File: config.mk
export PLATFORM = sky130hd
export DESIGN_NAME = sample_level_meter
export DESIGN_NICKNAME = d
export VERILOG_FILES = /design/src/rtl/ipod_audio_pkg.sv /design/src/rtl/sample_level_meter_peak_hold.sv /design/src/rtl/sample_level_meter.sv
export SDC_FILE = /design/constraint.sdc
export NUM_CORES = 1
export LEC_CHECK = 0
export BUFFER_PORTS_ARGS = -buffer_cell sky130_fd_sc_hd__buf_4
export CORE_MARGIN = 1.5
export CORE_UTILIZATION = 55
export CTS_CLUSTER_SIZE = 16
export DETAILED_ROUTE_END_ITERATION = 12
export GPL_TIMING_DRIVEN = 0
export PLACE_DENSITY = 0.8
export SLEW_MARGIN = 20
export SYNTH_ARGS = -nofsm -noshare
export SYNTH_HDL_FRONTEND = slang
export SYNTH_HIERARCHICAL = 1
export SYNTH_SLANG_ARGS = --single-unit
File: constraint.sdc
create_clock -name i_clk -period 3.5 [get_ports i_clk]
set_clock_uncertainty 0.1 [all_clocks]
set_input_delay 0.175 -clock i_clk [delete_from_list [all_inputs] [get_ports i_clk]]
set_output_delay 0.175 -clock i_clk [all_outputs]
set_load 0.01 [all_outputs]
File: src/rtl/ipod_audio_pkg.sv
// Shared constants, peak state encoding and sample magnitude helper for the audio level path.
package ipod_audio_pkg;

  localparam int unsigned SampleW        = 16;
  localparam int unsigned MagW           = SampleW - 1;
  localparam int unsigned LedW           = 8;
  localparam int unsigned Log2WinDefault = 8;
  localparam int unsigned HoldWinDefault = 4;

  // HOLD while the hold counter is non-zero, DECAY once it has run out.
  typedef enum logic {
    PkDecay = 1'b0,
    PkHold  = 1'b1
  } peak_state_e;

  // Absolute value of a two's-complement sample; the most negative code saturates.
  function automatic logic [MagW-1:0] abs_sat(input logic [SampleW-1:0] s);
    logic [SampleW-1:0] neg;
    neg = ~s + {{(SampleW-1){1'b0}}, 1'b1};
    if (s == {1'b1, {(SampleW-1){1'b0}}}) begin
      return '1;
    end else if (s[SampleW-1]) begin
      return neg[MagW-1:0];
    end else begin
      return s[MagW-1:0];
    end
  endfunction

endpackage

File: src/rtl/sample_level_meter_peak_hold.sv
// Peak-hold marker: tracks the top LED of the bar, holds it for a few windows, then decays.
module peak_hold
  import ipod_audio_pkg::*;
#(
  parameter int unsigned HOLD_WIN = HoldWinDefault
) (
  input  logic            i_clk,
  input  logic            i_rst,
  input  logic            i_update,
  input  logic [LedW-1:0] i_led_bar,
  output logic [LedW-1:0] o_peak_led
);

  localparam int unsigned HoldW = (HOLD_WIN < 1) ? 1 : $clog2(HOLD_WIN + 1);
  localparam logic [HoldW-1:0] HoldLoad = HoldW'(HOLD_WIN);
  localparam logic [HoldW-1:0] HoldOne  = HoldW'(1);

  logic [LedW-1:0]  r_peak;
  logic [HoldW-1:0] r_hold_cnt;
  logic [LedW-1:0]  w_newtop;
  logic [LedW-1:0]  w_shift;
  logic [LedW-1:0]  w_decayed;
  peak_state_e      w_state;

  assign w_state   = (r_hold_cnt != '0) ? PkHold : PkDecay;
  assign w_shift   = r_peak >> 1;
  assign w_decayed = (w_shift >= w_newtop) ? w_shift : w_newtop;

  // One-hot of the highest lit LED; later iterations override lower bits.
  always_comb begin
    w_newtop = '0;
    for (int i = 0; i < int'(LedW); i++) begin
      if (i_led_bar[i]) begin
        w_newtop    = '0;
        w_newtop[i] = 1'b1;
      end
    end
  end

  // Peak update, evaluated only when a window result is published.
  always_ff @(posedge i_clk) begin
    if (i_rst) begin
      r_peak     <= '0;
      r_hold_cnt <= '0;
    end else if (i_update) begin
      if (w_newtop >= r_peak) begin
        r_peak     <= w_newtop;
        r_hold_cnt <= HoldLoad;
      end else if (w_state == PkHold) begin
        r_hold_cnt <= r_hold_cnt - HoldOne;
      end else begin
        r_peak <= w_decayed;
      end
    end
  end

  assign o_peak_led = r_peak;

endmodule

File: src/rtl/sample_level_meter.sv
// Mean-absolute-amplitude meter: windowed average, thermometer LED bar and peak-hold marker.
module sample_level_meter
  import ipod_audio_pkg::*;
#(
  parameter int unsigned LOG2_WIN = Log2WinDefault,
  parameter int unsigned HOLD_WIN = HoldWinDefault
) (
  input  logic               i_clk,
  input  logic               i_rst,
  input  logic               i_sample_valid,
  input  logic [SampleW-1:0] i_sample,
  output logic               o_level_valid,
  output logic [MagW-1:0]    o_avg,
  output logic [LedW-1:0]    o_led_bar,
  output logic [LedW-1:0]    o_peak_led
);

  localparam int unsigned AccW   = MagW + LOG2_WIN;
  localparam int unsigned BarLsb = MagW - LedW;
  localparam logic [LOG2_WIN-1:0] CntMax = '1;
  localparam logic [LOG2_WIN-1:0] CntOne = LOG2_WIN'(1);

  logic                r_s1_valid;
  logic [MagW-1:0]     r_s1_abs;
  logic [AccW-1:0]     r_acc;
  logic [LOG2_WIN-1:0] r_cnt;
  logic                r_close;
  logic [AccW-1:0]     r_win_sum;
  logic                r_level_valid;
  logic [MagW-1:0]     r_avg;
  logic [LedW-1:0]     r_led_bar;

  logic                w_last;
  logic [AccW-1:0]     w_sum;
  logic [MagW-1:0]     w_avg;
  logic [LedW-1:0]     w_led;
  logic [LedW-1:0]     w_peak;

  assign w_last = (r_cnt == CntMax);
  assign w_sum  = r_acc + {{LOG2_WIN{1'b0}}, r_s1_abs};
  assign w_avg  = r_win_sum[AccW-1:LOG2_WIN];

  // Stage 1: capture the saturated magnitude of each strobed sample.
  always_ff @(posedge i_clk) begin
    if (i_rst) begin
      r_s1_valid <= 1'b0;
      r_s1_abs   <= '0;
    end else begin
      r_s1_valid <= i_sample_valid;
      if (i_sample_valid) begin
        r_s1_abs <= abs_sat(i_sample);
      end
    end
  end

  // Stage 2: accumulate; the last sample of a window goes straight into the latched sum.
  always_ff @(posedge i_clk) begin
    if (i_rst) begin
      r_acc     <= '0;
      r_cnt     <= '0;
      r_close   <= 1'b0;
      r_win_sum <= '0;
    end else begin
      r_close <= r_s1_valid && w_last;
      if (r_s1_valid) begin
        r_cnt <= r_cnt + CntOne;
        if (w_last) begin
          r_win_sum <= w_sum;
          r_acc     <= '0;
        end else begin
          r_acc <= w_sum;
        end
      end
    end
  end

  // Thermometer bar: LED k lights when avg reaches 2^(BarLsb+k).
  always_comb begin
    w_led = '0;
    for (int k = 0; k < int'(LedW); k++) begin
      w_led[k] = |(w_avg >> (int'(BarLsb) + k));
    end
  end

  // Stage 3: publish the window result; outputs hold between closes.
  always_ff @(posedge i_clk) begin
    if (i_rst) begin
      r_level_valid <= 1'b0;
      r_avg         <= '0;
      r_led_bar     <= '0;
    end else begin
      r_level_valid <= r_close;
      if (r_close) begin
        r_avg     <= w_avg;
        r_led_bar <= w_led;
      end
    end
  end

  peak_hold #(
    .HOLD_WIN (HOLD_WIN)
  ) u_peak_hold (
    .i_clk      (i_clk),
    .i_rst      (i_rst),
    .i_update   (r_close),
    .i_led_bar  (w_led),
    .o_peak_led (w_peak)
  );

  assign o_level_valid = r_level_valid;
  assign o_avg         = r_avg;
  assign o_led_bar     = r_led_bar;
  assign o_peak_led    = w_peak;

endmodule

# After elaboration in Yosys (flattened, before gate mapping)
# Cells that the tools add are included.
[totals]
reg_bits = 106
latch_bits = 0
ramBits = 0
rom_bits = 0
output_inout_bits = 32
elab_cells = 51
memories = 0
[op_classes]
add_sub_neg = 4
multipliers = 0
div_mod_pow = 0
order_cmp = 2
eq_ne = 3
shifts = 0
muxes = 17
bitwise_logic = 1
n_reduce_logical = 13
[ops]
columns = ["cell", "count"]
rows = [
  ["$mux 8", 10],
  ["$mux 15", 2],
  ["$add 23x15->23", 1],
  ["$mux 23", 1],
  ["$eq 16x16->1 const B", 1],
  ["$add 15x1->15 const B", 1],
  ["$not 15->15", 1],
  ["$add 8x1->8 const B", 1],
  ["$eq 8x8->1 const B", 1],
  ["$ge 7x8->1", 1],
  ["$ge 8x8->1", 1],
  ["$reduce_or 8->1", 1],
  ["$reduce_or 7->1", 1],
  ["$mux 3", 2],
  ["$reduce_and 2->1", 3],
  ["$reduce_or 6->1", 1],
  ["$reduce_or 5->1", 1],
  ["$reduce_or 4->1", 1],
  ["$reduce_bool 3->1", 1],
  ["$reduce_or 3->1", 1],
  ["$sub 3x1->3 const B", 1],
  ["$mux 1", 2],
  ["$ne 2x2->1 const B", 1],
  ["$reduce_bool 2->1", 1],
  ["2 further kinds", 2],
]

# Longest topological paths before layout
# Gate-level depths: netlist of run 1.
[depth]
depth_word = 13
depth_mapped = 15
mapped_depth_nobuf = 14

# Hierarchy
# The synthesis of run 1 kept the hierarchy.
[modules_own_cells]
columns = ["module", "n_inst", "cells_per_inst", "area_each_um2"]
rows = [
  ["sample_level_meter", 1, 531, 4480.5],
  ["peak_hold", 1, 133, 1042.2],
]

# Least setup slack after synthesis of run 1
# OpenSTA, ideal clock, no wires.
[synth_timing]
path_type = "register -> register"
startpoint = "reg r_win_sum[22]"
endpoint = "reg u_peak_hold.r_peak[0] (netlist: u_peak_hold/o_peak_led[0])"
setup_time_ns = 0.088
arrival_time_ns = 3.045
required_ns = 3.312
slack_ns = 0.267
stages_incl_launch_ff = 15
n_path_buf = 0
period_less_slack_ns = 3.233
cell_sequence = "dfxtp_1 -> or2_2 -> nor4_1 -> inv_1 -> or3_1 -> nor2_1 -> inv_1 -> and3b_2 -> inv_1 -> ha_1 -> nor2b_1 -> o21ai_1 -> a21oi_1 -> nand3_1 -> a311oi_2"
[synth_via]
elab_cells_between_ends = 22
cone_classes = "2 x order compare; 1 x eq/ne; 11 x mux; 8 x reduce/logical"
[synth_rtl]
columns = ["element", "line_no", "source"]
rows = [
  ["start, declared", "sample_level_meter.sv:28", "logic [AccW-1:0] r_win_sum;"],
  ["start signal, assigned", "sample_level_meter.sv:68", "r_win_sum <= w_sum;"],
  ["$reduce_or 2->1 (*)", "sample_level_meter.sv:81", "w_led[k] = |(w_avg >> (int'(BarLsb) + k));"],
  ["named net w_led[6]", "sample_level_meter.sv:36", "logic [LedW-1:0] w_led;"],
  ["$mux 8 (*) (2 in series)", "sample_level_meter_peak_hold.sv:33", "if (i_led_bar[i]) begin"],
  ["$ge 7x8->1", "sample_level_meter_peak_hold.sv:27", "assign w_decayed = (w_shift >= w_newtop) ? w_shift : w_newtop;"],
  ["$mux 8", "sample_level_meter_peak_hold.sv:27", ""],
  ["$mux 8", "sample_level_meter_peak_hold.sv:49", "end else if (w_state == PkHold) begin"],
  ["$mux 8", "sample_level_meter_peak_hold.sv:46", "if (w_newtop >= r_peak) begin"],
  ["end signal, assigned", "sample_level_meter_peak_hold.sv:47", "r_peak <= w_newtop;"],
  ["end signal, assigned", "sample_level_meter_peak_hold.sv:52", "r_peak <= w_decayed;"],
  ["end, declared", "sample_level_meter_peak_hold.sv:18", "logic [LedW-1:0] r_peak;"],
]
# The timed path passes the listed nets; every way through them passes the cells marked *. The select of a mux whose other input is x is not followed.
# A chain may end at the register's enable or synchronous reset.

# Worst setup path after layout of run 1
[layout_timing]
startpoint = "reg r_win_sum[21]"
endpoint = "reg u_peak_hold.r_hold_cnt[1]"
[layout_via]
elab_cells_between_ends = 19
cone_classes = "1 x order compare; 9 x mux; 9 x reduce/logical"
[layout_rtl]
columns = ["element", "line_no", "source"]
rows = [
  ["$reduce_or 3->1 (*)", "sample_level_meter.sv:81", ""],
  ["named net w_led[5]", "sample_level_meter.sv:36", ""],
  ["$mux 8 (*) (3 in series)", "sample_level_meter_peak_hold.sv:33", ""],
  ["$ge 8x8->1 (*)", "sample_level_meter_peak_hold.sv:46", ""],
  ["$reduce_bool 2->1 (no line)", "n/a", ""],
  ["$reduce_and 2->1 (no line)", "n/a", ""],
  ["end signal, assigned", "sample_level_meter_peak_hold.sv:48", "r_hold_cnt <= HoldLoad;"],
  ["end signal, assigned", "sample_level_meter_peak_hold.sv:50", "r_hold_cnt <= r_hold_cnt - HoldOne;"],
  ["end, declared", "sample_level_meter_peak_hold.sv:19", "logic [HoldW-1:0] r_hold_cnt;"],
]
# The timed path passes the listed nets; every way through them passes the cells marked *.

==> flow_summary.json, run 1 <==
{
  "worstPathArrival_ns": 3.58,
  "ir_drop_mv": 0.2333,
  "route.detailed.drc": 0,
  "max_cap_viol_count": 0,
  "clock-sinks": 97,
  "wirelength_um": 13560,
  "status": "completed",
  "nFillCells": 796,
  "gp_congestion": 0.8939,
  "p_leak_uw": 0.002457,
  "hp-start": "i_sample[2]",
  "die_h_um": 103.2,
  "synthTopCellsByArea": "dfxtp_1, ha_1, nor2_1",
  "max-clock-path-buffers": 2,
  "worstPathRequired_ns": 3.70,
  "dp_hpwl_um": 9907,
  "clk_latency_ns": 0.38,
  "total_power_uw": 2193,
  "nets": 785,
  "start_util_pct": 56.50,
  "synth-async-reset-ratio_pct": 0,
  "r2r-start": "r_win_sum[21]$_SDFFE_PP0P_",
  "dr.first_iter.drc_count": 300,
  "synthCells": 664,
  "whs_path_depth": 3,
  "tightestPinTransition_ns": 0.7428,
  "slew_violations": 0,
  "yosys_warnings": 6,
  "fmax_mhz": 295.8,
  "seq_area_frac_synth_pct": 35.16,
  "drt-wirelength-per-cell_um": 15.60,
  "crit_path_end_kind": "flop",
  "hold_path_class": "input pin to flop",
  "via_count": 5093,
  "drive_gt1_share_pct": 15.90,
  "hold_violations": 0,
  "ys_ff_latch": 97,
  "worstSetupPathType": "flop to flop",
  "min_to": "r_s1_abs[2]$_SDFFE_PP0P_",
  "ctsHtreeMaxLevel": 3,
  "synth_nets": 718,
  "synthFlopType": "dfxtp_1",
  "period_needed_ns": 3.381,
  "crit_path_max_fanout": 9,
  "firstDrtPassIters": 6,
  "num_io_pins": 51,
  "p_per_area_mw_per_mm2": 342.0,
  "core_mm2": 0.009774,
  "diodes": 0,
  "synth_top_area_share_pct": 35.16,
  "cts_buffers": 9,
  "setup_viol": 0,
  "fin_crit_sh_pct": 96.60,
  "synth_edf_count": 0,
  "cts_tree": "yes",
  "port_buffers": 49,
  "layout_setup_ws_ns": 0.1189,
  "final.setup.tns_ns": 0,
  "synth_cell_types": 75,
  "grt_start_max_net_pins": 17,
  "rows": 36,
  "viasPerCell": 5.861,
  "overflow": 0,
  "area_growth_pct": 16.13,
  "pre_cts_slack_ns": -0.2976,
  "grt_pass1_wl_um": 21710,
  "clk_pin_slew_ns": 0.09,
  "track_usage_pct": 26.06,
  "rr_worst_depth": 14,
  "grt_pass1_vias": 4578,
  "dieArea_mm2": 0.01065,
  "yosysTopAreaCell": "dfxtp_1",
  "final_antenna_net_count": 0,
  "crit_path_start_kind": "flop",
  "final_core_util_pct": 65.62,
  "r2r_setup_slack_ns": 0.12,
  "antenna_found_initial": 0,
  "synth_area_mm2": 0.005523,
  "synth.avg_cell_area_um2": 8.317,
  "slew_headroom_pct": 50.25,
  "die_x_um": 103.2,
  "root_buffer": "clkbuf_8",
  "reg2reg_to": "u_peak_hold/r_hold_cnt[1]$_SDFFE_PP0P_"
}
[synth_stat cells (all sizes together) (5+ instances only)]
| library cell | number |
|---|---|
| nand3 | 32 |
| nor2b | 5 |
| nand2b | 5 |
| a31oi | 10 |
| xnor2 | 9 |
| a211oi | 25 |
| ha | 34 |
| nand2 | 59 |
| or3 | 12 |
| o21ai | 32 |
| nor2 | 76 |
| clkbuf | 31 |
| inv | 31 |
| nor3 | 14 |
| dfxtp | 97 |
| o31ai | 5 |
| a21oi | 39 |
| a21o | 7 |
| xor2 | 22 |
| a311oi | 7 |
| mux2i | 20 |
| buf | 11 |
[power breakdown]
| group | switching [µW] | leakage, µW | internal [µW] |
|---|---|---|---|
| clock network | 406 | 0.000103 | 405 |
| logic | 150 | 0.00157 | 89.7 |
| registers | 16.9 | 0.000788 | 1130 |
| total | 572 | 0.00246 | 1620 |
[worst max-delay path by stage]
| stage | from | end | slack, ns | depth (start not counted) |
|---|---|---|---|---|
| after floorplan | r_win_sum[22]$_SDFFE_PP0P_ | u_peak_hold/o_peak_led[0]$_SDFFE_PP0P_ | 0.27 | 14 |
| after global placement | r_win_sum[22]$_SDFFE_PP0P_ | u_peak_hold/o_peak_led[0]$_SDFFE_PP0P_ | -0.21 | 14 |
| after detailed placement | r_win_sum[22]$_SDFFE_PP0P_ | u_peak_hold/o_peak_led[2]$_SDFFE_PP0P_ | -0.30 | 14 |
| after CTS | r_win_sum[20]$_SDFFE_PP0P_ | u_peak_hold/r_hold_cnt[1]$_SDFFE_PP0P_ | 0.04 | 14 |
| after global routing | r_win_sum[21]$_SDFFE_PP0P_ | u_peak_hold/r_hold_cnt[1]$_SDFFE_PP0P_ | -0.02 | 14 |
| final | r_win_sum[21]$_SDFFE_PP0P_ | u_peak_hold/r_hold_cnt[1]$_SDFFE_PP0P_ | 0.12 | 14 |
[critical path: stages, from the launching register on]
cell,delay (ns)
dfxtp_1,0.36
or3_4,0.43
nor2_4,0.12
inv_1,0.07
or4_4,0.44
nor3_4,0.13
and3b_2,0.24
inv_1,0.05
ha_1,0.27
nor2b_2,0.16
o21ai_4,0.10
a21bo_1,0.20
buf_2,0.17
or3_1,0.32
a21oi_1,0.12
[sequential cells by signal, summed over array words and instances, names as in the netlist, 3 cells and up]
name / count
r_cnt: 8
u_peak_hold/r_hold_cnt: 3
u_peak_hold/o_peak_led: 8
o_led_bar: 7
r_win_sum: 15
r_acc: 23
r_s1_abs: 15
o_avg: 15
[cell families (layout without fill, tap and decap cells)]
family / count (synthesis) / after routing / synth area share (%)
flip-flops: 97 / 97 / 35.16
AND/OR/NAND/NOR: 235 / 235 / 20.62
multiplexers: 21 / 21 / 3.829
AO/OA/AOI/OAI: 171 / 171 / 22.16
adder cells (fa/ha/maj): 35 / 35 / 8.065
XOR/XNOR: 31 / 31 / 4.916
buffers and inverters: 74 / 146 / 5.256
[cell usage in the layout, fill, tap and decap left out, types with 7 or more instances in the layout]
master    Yosys  routed
mux2i_1      20      20
a21o_1        7       7
clkbuf_1     31      32
or3_1        11       9
xnor2_1       9       9
ha_1         34      34
buf_4         1      55
a211oi_1     14      13
a31oi_1      10      10
dfxtp_1      97      95
o21ai_0      24      24
a211oi_2     10      11
nand3_1      32      32
a21oi_1      39      38
inv_1        31      31
nor3_1       13      13
nand2_1      59      59
clkbuf_8      0       9
buf_1         8       8
nor2_1       75      73
xor2_1       22      22
[cell type report]
type                       count  area [µm²]  area share (%)
multi-input combinational    493        3364           52.46
sequential                    97        1947           30.36
timing repair buffer          56       425.4           6.633
buffer                        42       170.2           2.653
tap                          133       166.4           2.595
clock buffer                  10       127.6           1.990
inverter                      32       120.1           1.873
clock inverter                 6       92.59           1.444
[routing by layer]
| metal | routed length (µm) | track usage (%) |
|---|---|---|
| met3 | 844 | 3.965 |
| met4 | 358 | 11.54 |
| met2 | 6481 | 43.72 |
| met5 | 0 | 0 |
| met1 | 5872 | 33.32 |
[per-stage QoR]
step,std cells,hold WS (ns),instance area [µm²]
after floorplan,664,0.1471,5523
after global placement,846,0.2693,6057
after detailed placement,846,0.2702,6057
after CTS,865,0.0005406,6320
after global routing,869,0.02768,6414
final,869,0.006859,6414
[timing repair]
| item | in CTS | in global routing |
|---|---|---|
| setup endpoints to repair | 11 | 11 |
| endpoints found under the hold margin | 2 | 0 |
| setup buffers | 1 | 4 |
| hold buffers | 2 | 0 |
| resized for setup | 5 | 15 |
| pin swaps | 0 | 5 |
Power figures use the tool's default switching activity.
==> inputs of run 2 (changes only) <==
clock period = 3.3 ns   (was 3.5 ns; I/O delays follow)
==> run 2 against run 1 <==
Net effect: hold slack better by 0.040 ns; fmax rose by 4.5%; sequential share of layout area shrank 0.61 points; largest cell class unchanged; core utilization grew 1.4 points; combinational power up 8%; routed wire length rose by 1.8%; power up 6.2%.
==> flow_summary.json, run 2 (same netlist as run 1, synthesis figures left out) <==
{
  "root_buffer": "clkbuf_8",
  "antenna_found_initial": 0,
  "diodes": 0,
  "hold_violations": 0,
  "wirelength_um": 13800,
  "dr.first_iter.drc_count": 304,
  "worstPathArrival_ns": 3.42,
  "slew_headroom_pct": 49.82,
  "die_x_um": 103.2,
  "rsz0062_at_grt": "yes",
  "fmax_mhz": 309.1,
  "whs_path_depth": 3,
  "grt_start_max_net_pins": 17,
  "crit_path_end_kind": "flop",
  "hold_path_class": "input pin to flop",
  "layout_setup_ws_ns": 0.06457,
  "nFillCells": 766,
  "drive_gt1_share_pct": 18.60,
  "die_h_um": 103.2,
  "nets": 791,
  "p_leak_uw": 0.002504,
  "cts_buffers": 9,
  "viasPerCell": 5.832,
  "clock-sinks": 97,
  "start_util_pct": 56.50,
  "area_growth_pct": 18.58,
  "clk_latency_ns": 0.37,
  "port_buffers": 49,
  "period_needed_ns": 3.235,
  "crit_path_start_kind": "flop",
  "mostFrequentLayoutCell": "dfxtp_1",
  "p_per_area_mw_per_mm2": 355.8,
  "final_antenna_net_count": 0,
  "core_mm2": 0.009774,
  "setup_viol": 0,
  "track_usage_pct": 26.34,
  "met2_usage_pct": 44.33,
  "hold-worst-slack_ns": 0.04647,
  "busiest_layer": "met2",
  "max_cap_viol_count": 0,
  "use_met1_pct": 33.49,
  "top_register": "r_acc",
  "via_count": 5103,
  "pre_cts_slack_ns": -0.4976,
  "ir_drop_mv": 0.2348,
  "dp_hpwl_um": 9907,
  "grt_pass1_wl_um": 22010,
  "worstPathRequired_ns": 3.48,
  "slew_violations": 0,
  "largest_register_ffs": 23,
  "max-clock-path-buffers": 2,
  "firstDrtPassIters": 6,
  "status": "completed",
  "clk_pin_slew_ns": 0.09,
  "grt_pass1_vias": 4653,
  "gp_congestion": 0.8939,
  "cts_tree": "yes",
  "ctsHtreeMaxLevel": 3,
  "tightestPinTransition_ns": 0.7493,
  "final_core_util_pct": 67.00,
  "grtUsageMet3_pct": 4.099,
  "overflow": 0,
  "dieArea_mm2": 0.01065,
  "route.detailed.drc": 0,
  "rr_worst_depth": 14,
  "worstSetupPathType": "flop to flop",
  "crit_path_max_fanout": 8,
  "final_cell_mix": "dfxtp_1, nor2_1, buf_4",
  "rows": 36,
  "fin_crit_sh_pct": 98.04,
  "drt-wirelength-per-cell_um": 15.77,
  "num_io_pins": 51
}
[run 2: metrics by stage]
step	cells	total power [µW]	cell area [µm²]	setup TNS [ns]
after floorplan	664	1410	5523	0
after global placement	846	1480	6057	-3.608
after detailed placement	846	1488	6057	-4.524
after CTS	868	2335	6371	0
after global routing	875	2415	6549	-0.2590
final	875	2330	6549	0
[run 2: final timing paths]
path	startpoint	to	slack (ns)
worst max register to register	r_win_sum[22]$_SDFFE_PP0P_	u_peak_hold/o_peak_led[5]$_SDFFE_PP0P_	0.06
worst min-delay path	i_sample[3]	r_s1_abs[3]$_SDFFE_PP0P_	0.05
worst min register to register	r_win_sum[8]$_SDFFE_PP0P_	r_win_sum[8]$_SDFFE_PP0P_	0.37
worst max-delay path	r_win_sum[22]$_SDFFE_PP0P_	u_peak_hold/o_peak_led[5]$_SDFFE_PP0P_	0.06
[run 2: timing repair]
item / 4_1_cts / 5_1_grt
hold buffers: 3 / 0
hold endpoints to repair: 3 / 0
pin swaps: 3 / 10
setup endpoints to repair: 11 / 12
resized for setup: 14 / 27
setup buffers: 4 / 7
[run 2: per-layer routing]
metal  wire (µm)  vias up  part of all wire, %
met5           0        -                    0
met4         350        0                  2.5
met3         607       32                  4.4
met2        6647      157                   48
met1        6190     2375                   45
li1            -     2539                    -
[run 2: worst max-delay path, cell delays in order (launching register included)]
cell      delay, ns
dfxtp_4        0.35
or3_4          0.43
nor2_4         0.11
inv_2          0.06
or4_4          0.44
nor3_4         0.13
and3b_2        0.26
inv_2          0.05
ha_4           0.27
nor2b_4        0.04
o21ai_4        0.25
a21bo_4        0.24
buf_6          0.12
a21oi_2        0.05
a311oi_1       0.25
[run 2: report_power, final]
part           switching [µW]  internal [µW]  total [µW]  leakage [µW]
Combinational             160           96.2         257       0.00161
Sequential               17.7           1190        1210      0.000788
Clock                     431            430         861      0.000103
[run 2: final cells by class]
class	count	area, µm²	share of cell area, %
Sequential cell	97	1948	29.75
Buffer	41	165.2	2.522
Clock inverter	6	92.59	1.414
Tap cell	133	166.4	2.541
Timing Repair Buffer	63	488.0	7.451
Clock buffer	10	127.6	1.949
Multi-Input combinational cell	493	3441	52.54
Inverter	32	120.1	1.834
